<file path="config.mk">
export PLATFORM = sky130hd
export DESIGN_NAME = array_writer_flat
export DESIGN_NICKNAME = d
export VERILOG_FILES = /design/src/rtl/array_writer_if.sv /design/src/rtl/array_writer.sv /design/src/flat_wrapper.sv
export SDC_FILE = /design/constraint.sdc
export NUM_CORES = 1
export LEC_CHECK = 0
export CORE_MARGIN = 4
export CORE_UTILIZATION = 35
export DETAILED_ROUTE_END_ITERATION = 6
export SYNTH_ARGS = -nofsm -noshare
export SYNTH_HDL_FRONTEND = slang
export SYNTH_SLANG_ARGS = --single-unit
</file>
<file path="constraint.sdc">
create_clock -name clk -period 5.8 [get_ports clk]
set_input_delay 1.16 -clock clk [delete_from_list [all_inputs] [get_ports clk]]
set_output_delay 1.16 -clock clk [all_outputs]
set_load 0.01 [all_outputs]
</file>
<file path="src/rtl/array_writer_if.sv">
// Load/read bus for array_writer.
// master drives requests and samples; slave owns the table.
interface array_writer_if #(
    parameter int ADDR_BITS = 2,
    parameter int WIDTH     = 25
);
    logic                    start;
    logic signed [WIDTH-1:0] in_data;
    logic                    in_valid;
    logic                    in_ready;
    logic                    loaded;
    logic                    busy;
    logic [ADDR_BITS-1:0]    rd_addr;
    logic signed [WIDTH-1:0] rd_data;

    modport master (
        output start,
        output in_data,
        output in_valid,
        output rd_addr,
        input  in_ready,
        input  loaded,
        input  busy,
        input  rd_data
    );

    modport slave (
        input  start,
        input  in_data,
        input  in_valid,
        input  rd_addr,
        output in_ready,
        output loaded,
        output busy,
        output rd_data
    );
endinterface

</file>
<file path="src/rtl/array_writer.sv">
// Sequential table loader: streams 2**ADDR_BITS fixed-point samples
// into a register table and serves registered reads from it.
module array_writer #(
    parameter int ADDR_BITS = 2,
    parameter int WIDTH     = 25,
    parameter int EXPONENT  = -16
) (
    input logic         clk,
    input logic         rst,
    array_writer_if.slave bus
);
    localparam int DEPTH = 2 ** ADDR_BITS;
    localparam logic [ADDR_BITS-1:0] LAST = '1;

    // Words are stored raw; the binary point only matters to consumers.
    if (EXPONENT > 0) begin : g_integer_scale
    end

    typedef enum logic [1:0] {
        IDLE,
        LOAD,
        DONE
    } state_t;

    state_t                  state_q;
    logic [ADDR_BITS-1:0]    wr_ptr_q;
    logic [ADDR_BITS-1:0]    wr_ptr_d;
    logic signed [WIDTH-1:0] tbl_q [DEPTH];
    logic signed [WIDTH-1:0] rd_data_q;
    logic                    in_ready_q;
    logic                    busy_q;
    logic                    loaded_q;
    logic                    xfer;

    assign xfer     = bus.in_valid && in_ready_q;
    assign wr_ptr_d = wr_ptr_q + ADDR_BITS'(1);

    // Control FSM; handshake and status outputs are registered here.
    always_ff @(posedge clk or posedge rst) begin
        if (rst) begin
            state_q    <= IDLE;
            wr_ptr_q   <= '0;
            in_ready_q <= 1'b0;
            busy_q     <= 1'b0;
            loaded_q   <= 1'b0;
        end else begin
            unique case (state_q)
                IDLE, DONE: begin
                    if (bus.start) begin
                        state_q    <= LOAD;
                        wr_ptr_q   <= '0;
                        loaded_q   <= 1'b0;
                        in_ready_q <= 1'b1;
                        busy_q     <= 1'b1;
                    end
                end
                LOAD: begin
                    if (xfer) begin
                        wr_ptr_q <= wr_ptr_d;
                        if (wr_ptr_q == LAST) begin
                            state_q    <= DONE;
                            in_ready_q <= 1'b0;
                            busy_q     <= 1'b0;
                            loaded_q   <= 1'b1;
                        end
                    end
                end
                default: begin
                    state_q    <= IDLE;
                    in_ready_q <= 1'b0;
                    busy_q     <= 1'b0;
                end
            endcase
        end
    end

    // Table storage: one entry written per accepted sample.
    always_ff @(posedge clk or posedge rst) begin
        if (rst) begin
            for (int i = 0; i < DEPTH; i++) begin
                tbl_q[i] <= '0;
            end
        end else if (xfer) begin
            tbl_q[wr_ptr_q] <= bus.in_data;
        end
    end

    // Registered read port; a same-edge write returns the old word.
    always_ff @(posedge clk or posedge rst) begin
        if (rst) begin
            rd_data_q <= '0;
        end else begin
            rd_data_q <= tbl_q[bus.rd_addr];
        end
    end

    assign bus.in_ready = in_ready_q;
    assign bus.busy     = busy_q;
    assign bus.loaded   = loaded_q;
    assign bus.rd_data  = rd_data_q;
endmodule

</file>
<file path="src/flat_wrapper.sv">
// flat-port wrapper written by rule: the top's interface ports become plain ports
module array_writer_flat 
#(
    parameter int ADDR_BITS = 2,
    parameter int WIDTH     = 25,
    parameter int EXPONENT  = -16
)
  (clk, rst, bus_start, bus_in_data, bus_in_valid, bus_rd_addr, bus_in_ready, bus_loaded, bus_busy, bus_rd_data);
  array_writer_if #(.ADDR_BITS(ADDR_BITS), .WIDTH(WIDTH)) bus_i ();
  input logic clk;
  input logic rst;
  input wire logic [$bits(bus_i.start)-1:0] bus_start;
  input wire logic [$bits(bus_i.in_data)-1:0] bus_in_data;
  input wire logic [$bits(bus_i.in_valid)-1:0] bus_in_valid;
  input wire logic [$bits(bus_i.rd_addr)-1:0] bus_rd_addr;
  output wire logic [$bits(bus_i.in_ready)-1:0] bus_in_ready;
  output wire logic [$bits(bus_i.loaded)-1:0] bus_loaded;
  output wire logic [$bits(bus_i.busy)-1:0] bus_busy;
  output wire logic [$bits(bus_i.rd_data)-1:0] bus_rd_data;
  assign bus_i.start = bus_start;
  assign bus_i.in_data = bus_in_data;
  assign bus_i.in_valid = bus_in_valid;
  assign bus_i.rd_addr = bus_rd_addr;
  assign bus_in_ready = bus_i.in_ready;
  assign bus_loaded = bus_i.loaded;
  assign bus_busy = bus_i.busy;
  assign bus_rd_data = bus_i.rd_data;
  array_writer #(.ADDR_BITS(ADDR_BITS), .WIDTH(WIDTH), .EXPONENT(EXPONENT)) u_core (.clk(clk), .rst(rst), .bus(bus_i));
endmodule
</file>
### Word level (Yosys, flattened, before mapping)

Cells that the tools add are included.

* ROM bits: 0
* word-level logic and storage cells: 50
* bits in latches: 0
* register bits after elaboration: 131
* memories kept: 0
* memory bits (writable): 0
* bits of input ports: 31
* output and inout bits: 28

* mux-type cells: 21
* reduce and logical (&&, ||, !) cells: 8
* equality and inequality tests: 6
* $add $sub $neg: 1
* shift operators: 0
* multipliers: 0
* bitwise gates (word level): 2
* divide/modulo/power cells: 0
* $lt $le $gt $ge: 3

Operators by type and width (number)
* $bwmux 100: 1
* $mux 25: 3
* $bmux 25 s2: 1
* $demux 25 s2: 1
* $mux 2: 5
* $pmux 2 s2: 2
* $ge 3x3->1 const B: 2
* $mux 1: 6
* $not 2->3: 2
* $reduce_and 3->1: 2
* $eq 2x2->1 const B: 2
* $ne 2x1->1 const B: 2
* $pmux 1 s2: 2
* $reduce_and 4->1: 1
* $lt 3x1->1 const B: 1
* $add 2x1->2 const B: 1
* $eq 2x1->1 const B: 1
* $logic_and 1x1->1: 2
* $logic_not 2->1: 1
* $ne 2x2->1 const B: 1
* $reduce_bool 2->1: 1
* $reduce_or 2->1: 1

### Longest topological paths before layout

Gate-level depths: netlist of run 1.

* depth after elaboration: 6
* depth in mapped cells: 5
* mapped depth without buffers: 4

### Least setup slack after synthesis of run 1

No wires, ideal clock.

* kind: in2reg
* from: input bus_rd_addr[1]
* to: register u_core.rd_data_q[10], in the netlist u_core.bus.rd_data[10]
* buffers on the path: 2
* library setup time: 138 ps
* data arrival time: 1937 ps
* path slack: 3725 ps
* data required time: 5662 ps
* cell stages on the path: 3
* cell sequence: buf_6 > buf_6 > mux4_2

* longest elaborated chain between the ends: 4

Ends and longest elaborated chain
* from (decl): line flat_wrapper.sv:15 `input wire logic [$bits(bus_i.rd_addr)-1:0] bus_rd_addr;`
* $not 2->3 (implied by the code): line array_writer.sv:93 `rd_data_q <= tbl_q[bus.rd_addr];`
* $bmux 25 s2: line array_writer.sv:93
* $mux 25 (implied by the code) (2 in a row): line array_writer.sv:93
* to (signal assigned): line array_writer.sv:93
* to (decl): line array_writer.sv:29 `logic signed [WIDTH-1:0] rd_data_q;`

Every way passes these cells. The select of a mux whose other input is x is not followed.
A chain may end at the register's enable or synchronous reset.

==> results of run 1 <==
[area by class of cell]
type                       instances  area [um2]
sequential                       131        3280
fill                            1415        8940
clock buffer                      23         488
tap                              216         270
inverter                           4        20.0
clock inverter                     9         150
multi-input combinational        151        2220
timing repair buffer              59         578
[logic make-up after synthesis]
kind of cell | share of synthesized area [%]
muxes | 35.1
DFF | 57.5
adders and majority gates | 0.878
buffers and inverters | 3.49
xor gates and xnor gates | 0.154
and+or+nand+nor | 2.11
AOI/OAI and AO/OA | 0.746
[through the flow]
stage | utilization [%] | power, mW | area, um2 | setup WS, ps | std cells
after global placement | 39.9 | 2.84 | 6370 | 2610 | 561
final | 43.9 | 4.01 | 7010 | 2900 | 593
after global routing | 43.9 | 4.22 | 7010 | 2850 | 593
after detailed placement | 39.9 | 2.89 | 6370 | 2540 | 561
after CTS | 43.9 | 4.07 | 7010 | 2880 | 593
after floorplan | - | 2.51 | 5700 | 1140 | 304
[metal layers]
layer	GRT usage [%]	wire length (um)	part of all wire (%)
met5	0	0	0
met4	4.54	117	1.1
met3	4.68	534	4.9
met2	19.5	5270	49
met1	17.2	4910	45
[final timing paths]
kind                       slack (ps)             start  cells after the start                     to
setup / recovery                 2900   u_core.bus.busy                      1           bus_in_ready
hold / removal                    510  u_core.tbl_q[39]                      1       u_core.tbl_q[39]
setup reg to reg                 3780   u_core.bus.busy                      3      u_core.state_q[1]
hold reg to reg                   510  u_core.tbl_q[39]                      1       u_core.tbl_q[39]
max in group asynchronous        3440               rst                      3       u_core.tbl_q[62]
min in group asynchronous        1240               rst                      2  u_core.bus.rd_data[6]
[cells in the final DEF, fill, tap and decap left out]
cell             count
nand3_4              4
o21ai_0              3
clkbuf_1             2
dfrtp_1            131
o21ai_1              1
nand2b_1             1
a21o_1               1
clkinvlp_4           2
a31oi_1              1
nand3b_2             1
inv_1                3
mux2_2              20
buf_4                1
nor2_1               2
a22o_1               1
clkinv_2             3
xnor2_1              1
mux2_1               1
bufinv_16            4
ha_1                 4
clkdlybuf4s50_1     56
mux4_2              25
mux2_4              80
nor3_1               1
or3b_1               1
inv_6                1
clkbuf_8             4
buf_2                2
nand2_1              3
clkbuf_16           17
[synth_stat cells, drive strengths merged]
| master | n | share of area (%) |
|---|---|---|
| nand2 | 3 | 0.20 |
| inv | 4 | 0.26 |
| nand3 | 4 | 1.2 |
| a22o | 1 | 0.15 |
| nor2 | 2 | 0.13 |
| or3b | 1 | 0.15 |
| xnor2 | 1 | 0.15 |
| a21o | 1 | 0.13 |
| clkbuf | 1 | 0.066 |
| mux4 | 25 | 9.9 |
| buf | 17 | 3.2 |
| a31oi | 1 | 0.11 |
| nand2b | 1 | 0.11 |
| nand3b | 1 | 0.20 |
| o21ai | 4 | 0.35 |
| mux2 | 101 | 25 |
| nor3 | 1 | 0.088 |
| ha | 4 | 0.88 |
| dfrtp | 131 | 58 |
[sequential cells by signal, summed over array words and instances, names as in the netlist]
signal / cells
u_core.tbl_q: 100
u_core.wr_ptr_q: 2
u_core.bus.loaded: 1
u_core.state_q: 2
u_core.bus.busy: 1
u_core.bus.rd_data: 25
[power breakdown]
part	switching (mW)	total [mW]	internal [mW]
Combinational	0.376	1.24	0.867
Sequential	0.245	1.62	1.38
Clock	0.379	1.14	0.763
Total	1.00	4.01	3.01
==> results.md, run 1 <==
- Final setup TNS: 0 ps
- PwrDens: 572 mW/mm2
- Number of global-route vias before repair: between 3000 and 4000
- Clock Skews: 10.7 ps
- Max-slew violation count: 0
- Crit share post-route: between 40% and 50%
- Core area: approximately 0.016 mm2
- Mapped cell area: about 0.0057 mm2
- Crit path kind: reg2out
- Max Clock Freq: about 350 MHz
- Final hold slack: a little over 500 ps
- Worst Setup Start Kind: flip-flop
- Crit Path Max Fanout: 10
- RSZ-0062 raised after global routing: no
- Clock-pin slew on the worst setup and hold paths: around 60 ps
- CP delay by family, top: flip-flops
- FP Rows: 46
- Setup crit end kind: output pin
- CTS hold repair buffers: 0
- Area growth syn-to-layout: 22.9%
- Worst-margin pin slew: 872 ps
- Port bufs: 58
- Die Wd: 136 um
- Delay of the slowest cell on the worst path: around 680 ps
- Vias per inst: about 4.7
- Routability Congestion: 0.699
- Root Driver: clkbuf_16
- Post-synthesis sequential area ratio: 57.5%
- Worst relative slew slack: 41.9%
- Final wirelength: 10.8 mm
- Post-Syn Nets: 339
- Total clock sinks: 131
- CTS tree: yes
- Static Leak: approximately 3.2 nW
- H-tree lvl count: 4
- Setup violators final: 0
- Synth warn: 0
- DRT antenna net count: 0
- DR iter-0 viols: ~130
- Final nets: 399
- Synth Area per Inst: ~19 um2
- Layout cells sized above 1: between 40% and 50%
- IO Pins: 59
- Critical path's slowest cell: dfrtp_1
- Yosys cell types: 23
- Worst EP required: 4640 ps
- Hpwl dp: approximately 6.3 mm
- Number of CTS-inserted buffers: 17
- Gr usage total: between 10% and 20%
- WL/cell: around 18 um
- Post-route DRC violation count: 0
- Outcome: finished, final reports clean
- Initial antenna violation count: 0
- First-pass GRT wire length: roughly 18 mm
- Cells after Synth: about 300
- Die area: roughly 0.018 mm2
- Max Root-Sink Buffers: 2
- DR vias: approximately 2800
- Drt pass-1 iters: 4
- Die Y: around 140 um
- Clk_lat worst skew: just over 400 ps
- # diodes: 0
- Peak supply drop: 0.234 mV
- Final Hold Fails: 0
- Largest net degree at the start of global routing: roughly 80
- Worst hold path class: reg2reg
- Final min period: between 2000 and 3000 ps
- Total grt overflow: 0
- Starting Density: 35.7%
- CTS resizes: 0
- Setup Buffers After CTS: 0
- Critical path buffers and inverters: 1
- Max-cap violations: 0
- Flops & latches, synth: between 100 and 150
- WP data arrival: ~1700 ps
- Cell Chain, Critical Path: clkdlybuf4s50_1
No activity file was read; power rests on OpenSTA's default activity.
==> run 2, diff against run 1 <==
==> constraint.sdc (replaced) <==
create_clock -name clk -period 2.6 [get_ports clk]
set_input_delay 0.52 -clock clk [delete_from_list [all_inputs] [get_ports clk]]
set_output_delay 0.52 -clock clk [all_outputs]
set_load 0.01 [all_outputs]
==> run 2 against run 1 <==
Sequential power up 120%; critical path depth is the same; clock power rose by 120%; critical path type unchanged; largest power group unchanged; highest routed layer unchanged.
==> results.md, run 2 (synthesis results as in run 1) <==
- Hpwl dp: between 6 and 7 mm
- Clock-pin slew on the worst setup and hold paths: ~60 ps
- Vias per inst: ~4.7
- Setup violators final: 0
- Outcome: finished, final reports clean
- Starting Density: a little over a third
- RSZ-0062 raised after global routing: no
- Final wirelength: roughly 11 mm
- Post-route DRC violation count: 0
- CP delay by family, top: flip-flops
- Min-Delay Path Depth: 1
- Crit path kind: reg2out
- DR vias: 2802
- Number of global-route vias before repair: between 3000 and 4000
- Final setup TNS: 0 ps
- Final min period: roughly 2300 ps
- Port bufs: just under 60
- Cell Chain, Critical Path: clkdlybuf4s50_1
- Delay of the slowest cell on the worst path: about 670 ps
- Static Leak: around 3.3 nW
- Total grt overflow: 0
- Routability Congestion: 0.754
- Final Hold Fails: 0
- Clock Skews: between 7 and 8 ps
- Critical path buffers and inverters: 1
- WP data arrival: between 1500 and 2000 ps
- Die area: roughly 0.018 mm2
- Final hold slack: 501 ps
- Final cell count without fillers: between 500 and 600
- R2r startpoint: u_core.bus.busy
- DRT antenna net count: 0
- R2R cell count: 3
- FP Rows: 46
- Worst relative slew slack: between 50% and 60%
- Placed Instances: 570
- Place WS: between 200 and 300 ps
- Max Root-Sink Buffers: 2
- Crit share post-route: between 80% and 90%
- Setup Buffers After CTS: 0
- CTS resizes: 0
- Total clock sinks: ~130
- WL/cell: 18.0 um
- Critical path depth: 1
- Initial antenna violation count: 0
- First-pass GRT wire length: approximately 18 mm
- IO Pins: 59
- Worst EP required: approximately 2100 ps
- # diodes: 0
- CTS hold repair buffers: 0
- Worst-margin pin slew: slightly below 700 ps
- Crit Path Max Fanout: 10
- Largest net degree at the start of global routing: about 130
- Commonest non-fill, non-tap cells in the layout: 131 x dfrtp_1, 80 x mux2_4, 56 x clkdlybuf4s50_1, 25 x mux4_2, 20 x mux2_2
- End of the critical path: bus_busy
- Commonest non-fill, non-tap cell in the layout: dfrtp_1
- Number of CTS-inserted buffers: 17
- Max reg flops: 100
- Biggest register: u_core.tbl_q
- DR iter-0 viols: 187
- Setup crit end kind: output pin
- Worst Setup Start Kind: flip-flop
- Worst setup slack after layout: around 350 ps
- Startpoint of the worst hold path: u_core.tbl_q[49]
- Gr usage total: between 10% and 20%
- Final nets: between 400 and 500
- Worst hold path class: reg2reg
- Layout cells sized above 1: roughly 44%
- CTS tree: yes
- Area growth syn-to-layout: 24.9%
- R2r setup slk: ~880 ps
- Die Wd: around 140 um
- Root Driver: clkbuf_16
- Max-cap violations: 0
- PwrDens: 1250 mW/mm2
- Max Clock Freq: approximately 440 MHz
- Peak supply drop: around 0.66 mV
- Critical path's slowest cell: dfrtp_1
- Max-slew violation count: 0
- Core area: about 0.016 mm2
- Die Y: between 100 and 150 um
- Drt pass-1 iters: 4
- Reg2Reg Capture Point: u_core.tbl_q[60]
- H-tree lvl count: 4
- Clk_lat worst skew: just over 400 ps
- Fill count: roughly 1400
- Crit path launch: u_core.bus.busy
- Pwr Total: between 8 and 9 mW
==> run 2: layer usage <==
metal	vias to the layer above	global-route usage [%]	part of all wire (%)
li1	1247	-	-
met1	1494	17.4	49
met2	50	19.2	47
met3	11	3.23	2.6
met4	0	5.54	1.7
met5	-	0	0
==> run 2: layout make-up <==
type                            instances  area, um2  area share, %
Sequential cell                       131       3280           46.0
Multi-Input combinational cell        151       2220           31.2
Timing Repair Buffer                   68        721           10.1
Clock buffer                           25        515           7.24
Tap cell                              216        270           3.80
Clock inverter                          4       95.1           1.34
Inverter                                4       18.8          0.264
==> run 2: worst min path at each step <==
stage                        to  slack (ps)
6_report       u_core.tbl_q[49]         500
5_1_grt        u_core.tbl_q[27]         520
4_1_cts        u_core.tbl_q[60]         500
3_5_place_dp    u_core.tbl_q[7]         490
3_3_place_gp   u_core.tbl_q[22]         480
2_1_floorplan  u_core.tbl_q[49]         470
==> run 2: power breakdown <==
part | total, mW | internal (mW) | switching (mW) | leakage, nW
logic | 2.84 | 1.98 | 0.861 | 1.41
clock network | 2.46 | 1.65 | 0.816 | 0.301
registers | 3.62 | 3.07 | 0.550 | 1.56
total | 8.93 | 6.70 | 2.23 | 3.28
==> run 2: stage by stage <==
step           cell area (um2)  util [%]
3_5_place_dp              6510      40.8
5_1_grt                   7120      44.7
4_1_cts                   7120      44.7
6_report                  7120      44.7
3_3_place_gp              6510      40.8
2_1_floorplan             5700         -
